<file path="src/rtl/pdm_mic_pkg.sv">
// Shared state encoding, default parameters and helpers for the PDM mic
// controller and its peak-window sub-block.
package pdm_mic_pkg;

  localparam int DEF_SAMPLE_DEPTH   = 16;
  localparam int DEF_WARMUP_SAMPLES = 4096;
  localparam int DEF_DECIM          = 64;
  localparam int DEF_WINDOW_LOG2    = 8;

  typedef enum logic [1:0] {
    ST_IDLE   = 2'd0,
    ST_WARMUP = 2'd1,
    ST_RUN    = 2'd2
  } mic_state_t;

  // Magnitude of a sign-extended w-bit sample; the most negative code maps to
  // the largest positive code so the result always fits in w-1 bits.
  function automatic logic [31:0] sat_abs(input logic signed [31:0] v,
                                          input int unsigned w);
    logic [31:0] max_pos;
    logic [31:0] a;
    max_pos = (32'd1 << (w - 1)) - 32'd1;
    a = v[31] ? 32'(-v) : 32'(v);
    return (a > max_pos) ? max_pos : a;
  endfunction

endpackage

</file>
<file path="src/rtl/mic_peak_window.sv">
// Windowed peak-magnitude tracker: reports the largest |sample| seen in each
// complete window of 2^WINDOW_LOG2 strobes.
module mic_peak_window
  import pdm_mic_pkg::*;
#(
  parameter int SAMPLE_DEPTH = DEF_SAMPLE_DEPTH,
  parameter int WINDOW_LOG2  = DEF_WINDOW_LOG2
) (
  input  logic                           clk,
  input  logic                           rst,
  input  logic                           clear,
  input  logic                           stb,
  input  logic signed [SAMPLE_DEPTH-1:0] sample,
  output logic        [SAMPLE_DEPTH-2:0] level,
  output logic                           level_stb
);

  logic [SAMPLE_DEPTH-2:0] peak;
  logic [SAMPLE_DEPTH-2:0] mag;
  logic [SAMPLE_DEPTH-2:0] peak_nxt;
  logic [WINDOW_LOG2-1:0]  win_cnt;

  assign mag      = (SAMPLE_DEPTH-1)'(sat_abs(32'(sample), SAMPLE_DEPTH));
  assign peak_nxt = (mag > peak) ? mag : peak;

  always_ff @(posedge clk) begin
    if (!rst) begin
      peak      <= '0;
      win_cnt   <= '0;
      level     <= '0;
      level_stb <= 1'b0;
    end else begin
      level_stb <= 1'b0;
      if (clear) begin
        peak    <= '0;
        win_cnt <= '0;
      end else if (stb) begin
        win_cnt <= win_cnt + 1'b1;
        // Last strobe of the window is folded in before the level is published.
        if (&win_cnt) begin
          level     <= peak_nxt;
          level_stb <= 1'b1;
          peak      <= '0;
        end else begin
          peak <= peak_nxt;
        end
      end
    end
  end

endmodule

</file>
<file path="src/rtl/pdm_mic_ctrl.sv">
// PDM mic sequencer: warm-up gating, decimation with valid/ready output,
// overrun flag and windowed peak level.
//   state  | meaning
//   IDLE   | mic off, strobes ignored
//   WARMUP | mic on, discarding WARMUP_SAMPLES settling strobes
//   RUN    | mic on, decimating to sample_out and tracking peak level
module pdm_mic_ctrl
  import pdm_mic_pkg::*;
#(
  parameter int SAMPLE_DEPTH   = DEF_SAMPLE_DEPTH,
  parameter int WARMUP_SAMPLES = DEF_WARMUP_SAMPLES,
  parameter int DECIM          = DEF_DECIM,
  parameter int WINDOW_LOG2    = DEF_WINDOW_LOG2
) (
  input  logic                           clk,
  input  logic                           rst,
  input  logic                           enable,
  output logic                           mic_en,
  input  logic signed [SAMPLE_DEPTH-1:0] audio_in,
  input  logic                           audio_stb,
  output logic signed [SAMPLE_DEPTH-1:0] sample_out,
  output logic                           sample_valid,
  input  logic                           sample_ready,
  output logic        [SAMPLE_DEPTH-2:0] level,
  output logic                           level_stb,
  output logic                           overrun,
  input  logic                           clr_overrun,
  output logic        [1:0]              state
);

  localparam logic [15:0] WARM_LAST = 16'(WARMUP_SAMPLES - 1);
  localparam logic [7:0]  DEC_LAST  = 8'(DECIM - 1);

  mic_state_t  st;
  logic [15:0] warm_cnt;
  logic [7:0]  dec_cnt;
  logic        keep;
  logic        pk_stb;
  logic        pk_clr;

  assign state  = st;
  assign keep   = audio_stb && (dec_cnt == 8'd0);
  assign pk_stb = audio_stb && enable && (st == ST_RUN);
  assign pk_clr = !enable;

  always_ff @(posedge clk) begin
    if (!rst) begin
      st           <= ST_IDLE;
      mic_en       <= 1'b0;
      warm_cnt     <= '0;
      dec_cnt      <= '0;
      sample_out   <= '0;
      sample_valid <= 1'b0;
      overrun      <= 1'b0;
    end else begin
      if (clr_overrun)
        overrun <= 1'b0;
      if (!enable) begin
        st           <= ST_IDLE;
        mic_en       <= 1'b0;
        sample_valid <= 1'b0;
        warm_cnt     <= '0;
        dec_cnt      <= '0;
      end else begin
        case (st)
          ST_IDLE: begin
            st       <= ST_WARMUP;
            mic_en   <= 1'b1;
            warm_cnt <= '0;
            dec_cnt  <= '0;
          end
          ST_WARMUP: begin
            if (audio_stb) begin
              if (warm_cnt == WARM_LAST) begin
                st       <= ST_RUN;
                warm_cnt <= '0;
                dec_cnt  <= '0;
              end else begin
                warm_cnt <= warm_cnt + 16'd1;
              end
            end
          end
          ST_RUN: begin
            if (audio_stb)
              dec_cnt <= (dec_cnt == DEC_LAST) ? 8'd0 : dec_cnt + 8'd1;
            // A full output register with no accept this cycle drops the new
            // sample; the drop outranks a concurrent overrun clear.
            if (keep) begin
              if (!sample_valid || sample_ready) begin
                sample_out   <= audio_in;
                sample_valid <= 1'b1;
              end else begin
                overrun <= 1'b1;
              end
            end else if (sample_valid && sample_ready) begin
              sample_valid <= 1'b0;
            end
          end
          default: begin
            st     <= ST_IDLE;
            mic_en <= 1'b0;
          end
        endcase
      end
    end
  end

  mic_peak_window #(
    .SAMPLE_DEPTH (SAMPLE_DEPTH),
    .WINDOW_LOG2  (WINDOW_LOG2)
  ) u_peak (
    .clk       (clk),
    .rst       (rst),
    .clear     (pk_clr),
    .stb       (pk_stb),
    .sample    (audio_in),
    .level     (level),
    .level_stb (level_stb)
  );

endmodule

</file>
<file path="config.mk">
export PLATFORM = sky130hd
export DESIGN_NAME = pdm_mic_ctrl
export DESIGN_NICKNAME = d
export VERILOG_FILES = /design/src/rtl/pdm_mic_pkg.sv /design/src/rtl/mic_peak_window.sv /design/src/rtl/pdm_mic_ctrl.sv
export SDC_FILE = /design/constraint.sdc
export NUM_CORES = 1
export LEC_CHECK = 0
export ABC_AREA = 1
export BUFFER_PORTS_ARGS = -buffer_cell sky130_fd_sc_hd__buf_2
export CORE_MARGIN = 2
export CORE_UTILIZATION = 40
export DETAILED_ROUTE_END_ITERATION = 12
export PLACE_DENSITY = 0.66
export RECOVER_POWER = 100
export SLEW_MARGIN = 0
export SYNTH_ARGS = -nofsm -noshare
export SYNTH_HDL_FRONTEND = slang
export SYNTH_SLANG_ARGS = --single-unit
</file>
<file path="constraint.sdc">
create_clock -name clk -period 6.3 [get_ports clk]
set_clock_uncertainty 0.15 [all_clocks]
set_input_delay 0.63 -clock clk [delete_from_list [all_inputs] [get_ports clk]]
set_output_delay 0.63 -clock clk [all_outputs]
set_load 0.005 [all_outputs]
</file>
==> summary.txt <==
Leak = 2.40 nW
Clk slew on worst S/H paths = 0.06 ns
Slowest cell delay on critical path = 0.55 ns
Reg-to-reg startpoint = state[0]
Most frequent CP cell = nand2_1
Area Overhead vs Synth = 13.6%
DR vias/cell = 4.97
Final net count = 797
Global-route wire length before repair = 18.7 mm
Share of cells above drive strength 1 = 9.40%
Multi-input combinational cell area = 0.00249 sq mm
Yosys reg bits = 84
Status = finished clean
CTS tree = yes
HP Start = sample_out[7]
Worst-Margin Slew = 1.31 ns
Yosys top cell area share = 35.9%
CP max FO = 21
Initial antenna violation count = 0
Initial Util = 41.1%
FILL cells = 1186
Cells after synthesis = 697
Hold_buf cts = 0
Crit path setup slack, layout = 2.33 ns
CTS Buf Count = 9
PostCTS Resize Cnt = 0
CTS Root Cell = clkbuf_16
VDD IR max = 160 uV
Number of flops mapped to enable cells by yosys = 0
DRC viols = 0
Max-cap violations = 0
Dpl ws = 2.27 ns
Final hold slack = 0.293 ns
Tot Pwr = 1.16 mW
Core area = 0.0114 sq mm
Slew headroom = 12.3%
Final Max Tran Viols = 0
GR Util All Layers = 17.7%
Fmax = 252 MHz
Final instance area = 0.00533 sq mm
Largest net degree at the start of global routing = 34
Yosys Warn Count = 0
Period minus WS final = 3.97 ns
I/O Pins = 59
Top post-synthesis cells by area = dfxtp_1 (36%), nand2_1 (12%), inv_1 (8.8%)
Vias in the first global route = 4356
Most common cell after layout, fill and taps aside = nand2_1
Worst EP arrival = 4.05 ns
Finished Layout Cells = 898
Cells on worst reg2reg path = 7
Post-synth top area cell = dfxtp_1
Clock Path Buffers = 2
Most frequent cells in the layout = nand2_1 (154), inv_1 (112), dfxtp_1 (84)
# Post-CTS Setup Buffers = 0
H-tree levels = 3
Site Rows = 39
Clock sinks = 84
Buffers on Ports = 58
HPWL after DPL = 8.11 mm
Vias = 4467
Syn nets = 743
Clock Latency Late Sink = 0.33 ns
Antenna diode count = 0
Cell variety after synth = 35
Overflow after GRT = 0
CP Cell Sequence = clkbuf_1 -> inv_1 -> nor2_1 -> nand4_1 -> nand2_1 -> nor2_1 -> inv_1 -> ha_1 -> nand2_1 -> nand2_1 -> nand2_1 -> nand2_1 -> a21oi_1 -> nand2_1 -> nand2_1 -> o21ai_0 -> o21bai_1 -> inv_1
Util after Layout = 46.6%
Post-synth top flop = dfxtp_1
Dpl cells = 883
DP Area = 0.00510 sq mm
GP Congestion = 0.871
Die width = 112 microns
Min-Delay Path Depth = 2
Critical Path RT = 6.38 ns
Crit path capture type = register
R2r setup slk = 3.67 ns
Crit Path Class = in2reg
Pwr/cell area = 218 mW/mm^2
DRT Wirelength = 10.9 mm
Worst Setup Start Kind = primary input
R2r endpoint = sample_out[5]
Fin crit share = 63.0%
Mean area per synthesized cell = 6.73 sq um
Final hold violation count = 0
Drt wl/cell = 12.1 microns
Critical path's slowest cell = nand2_1
Die Y = 112 microns
Ys async rst share = 0%
Worst Hold End = sample_out[7]
Reg area = 0.00168 sq mm
RSZ-0062 raised after global routing = false
Post-DRT Antenna Nets = 0
Worst min path class = reg2reg
DIE AREA = 0.0126 sq mm
DR pass1 iterations = 5
Mapped Area = 0.00469 sq mm
Final setup viols = 0
Setup TNS = 0 ns
Sequential-to-total area share from yosys stat = 35.9%
DR iter-0 viols = 212
-- logic make-up after synthesis --
group                      synth area share (%)
and+or+nand+nor                            28.7
buffers and inverters                      11.1
AOI/OAI and AO/OA                          15.3
DFF                                        35.9
adders and majority gates                  6.40
xor gates and xnor gates                   2.61
-- how the worst max path moves through the flow --
| stage | start | endpoint | slack, ns | depth (start not counted) |
|---|---|---|---|---|
| floorplan | audio_in[0] | u_peak.level[12] | 3.19 | 23 |
| global placement | audio_in[1] | u_peak.level[5] | 2.33 | 19 |
| detailed placement | audio_in[1] | u_peak.level[5] | 2.27 | 19 |
| CTS | audio_in[1] | u_peak.level[5] | 2.61 | 19 |
| global route | audio_in[15] | u_peak.level[9] | 1.81 | 20 |
| finish | audio_in[15] | u_peak.level[5] | 2.33 | 18 |
-- worst max-delay path: cells and delay by family --
family	cells	cell delay, ns
adders and majority gates	1	0.25
AOI/OAI and AO/OA	3	0.54
and+or+nand+nor	10	1.89
buffers and inverters	4	0.74
-- cells in the mapped netlist (2+ instances only) --
library cell	number
nand3_1	42
o21ai_1	6
inv_1	110
buf_2	6
o21bai_1	5
nand2_1	154
nor3b_1	2
dfxtp_1	84
a21oi_1	58
nor4_1	3
a21o_1	7
o21ai_0	45
nor2_2	3
xor2_1	13
nand4_1	15
o21a_1	7
ha_1	24
inv_2	7
clkbuf_1	11
nor3_1	4
nand3b_1	4
nor2_1	74
-- registers in the layout (all words and copies together), names as in the netlist --
register,flops
warm_cnt,16
overrun,1
u_peak.win_cnt,8
mic_en,1
state,2
sample_valid,1
sample_out,16
u_peak.level_stb,1
u_peak.peak,15
u_peak.level,15
dec_cnt,8
-- cell type report --
type,count,share of cell area (%)
Timing Repair Buffer,61,5.29
Clock inverter,5,0.564
Clock buffer,10,4.30
Multi-Input combinational cell,478,46.7
Inverter,117,8.25
Tap cell,143,3.36
Sequential cell,84,31.6
-- report_power, final --
part	switching [mW]	internal, mW	leakage (nW)
Clock	0.212	0.263	0.124
Sequential	0.00265	0.535	0.677
Combinational	0.101	0.0471	1.60
-- layer usage --
| layer | part of all wire, % | global-route usage [%] | wire length [microns] | up-vias |
|---|---|---|---|---|
| met1 | 43 | 19.5 | 4660 | 2057 |
| met2 | 53 | 33.7 | 5760 | 63 |
| met3 | 2.7 | 4.37 | 298 | 14 |
| li1 | - | - | - | 2333 |
| met4 | 1.7 | 5.20 | 182 | 0 |
| met5 | 0 | 0 | 0 | - |
Note: power is estimated with default switching activity, not from simulation.
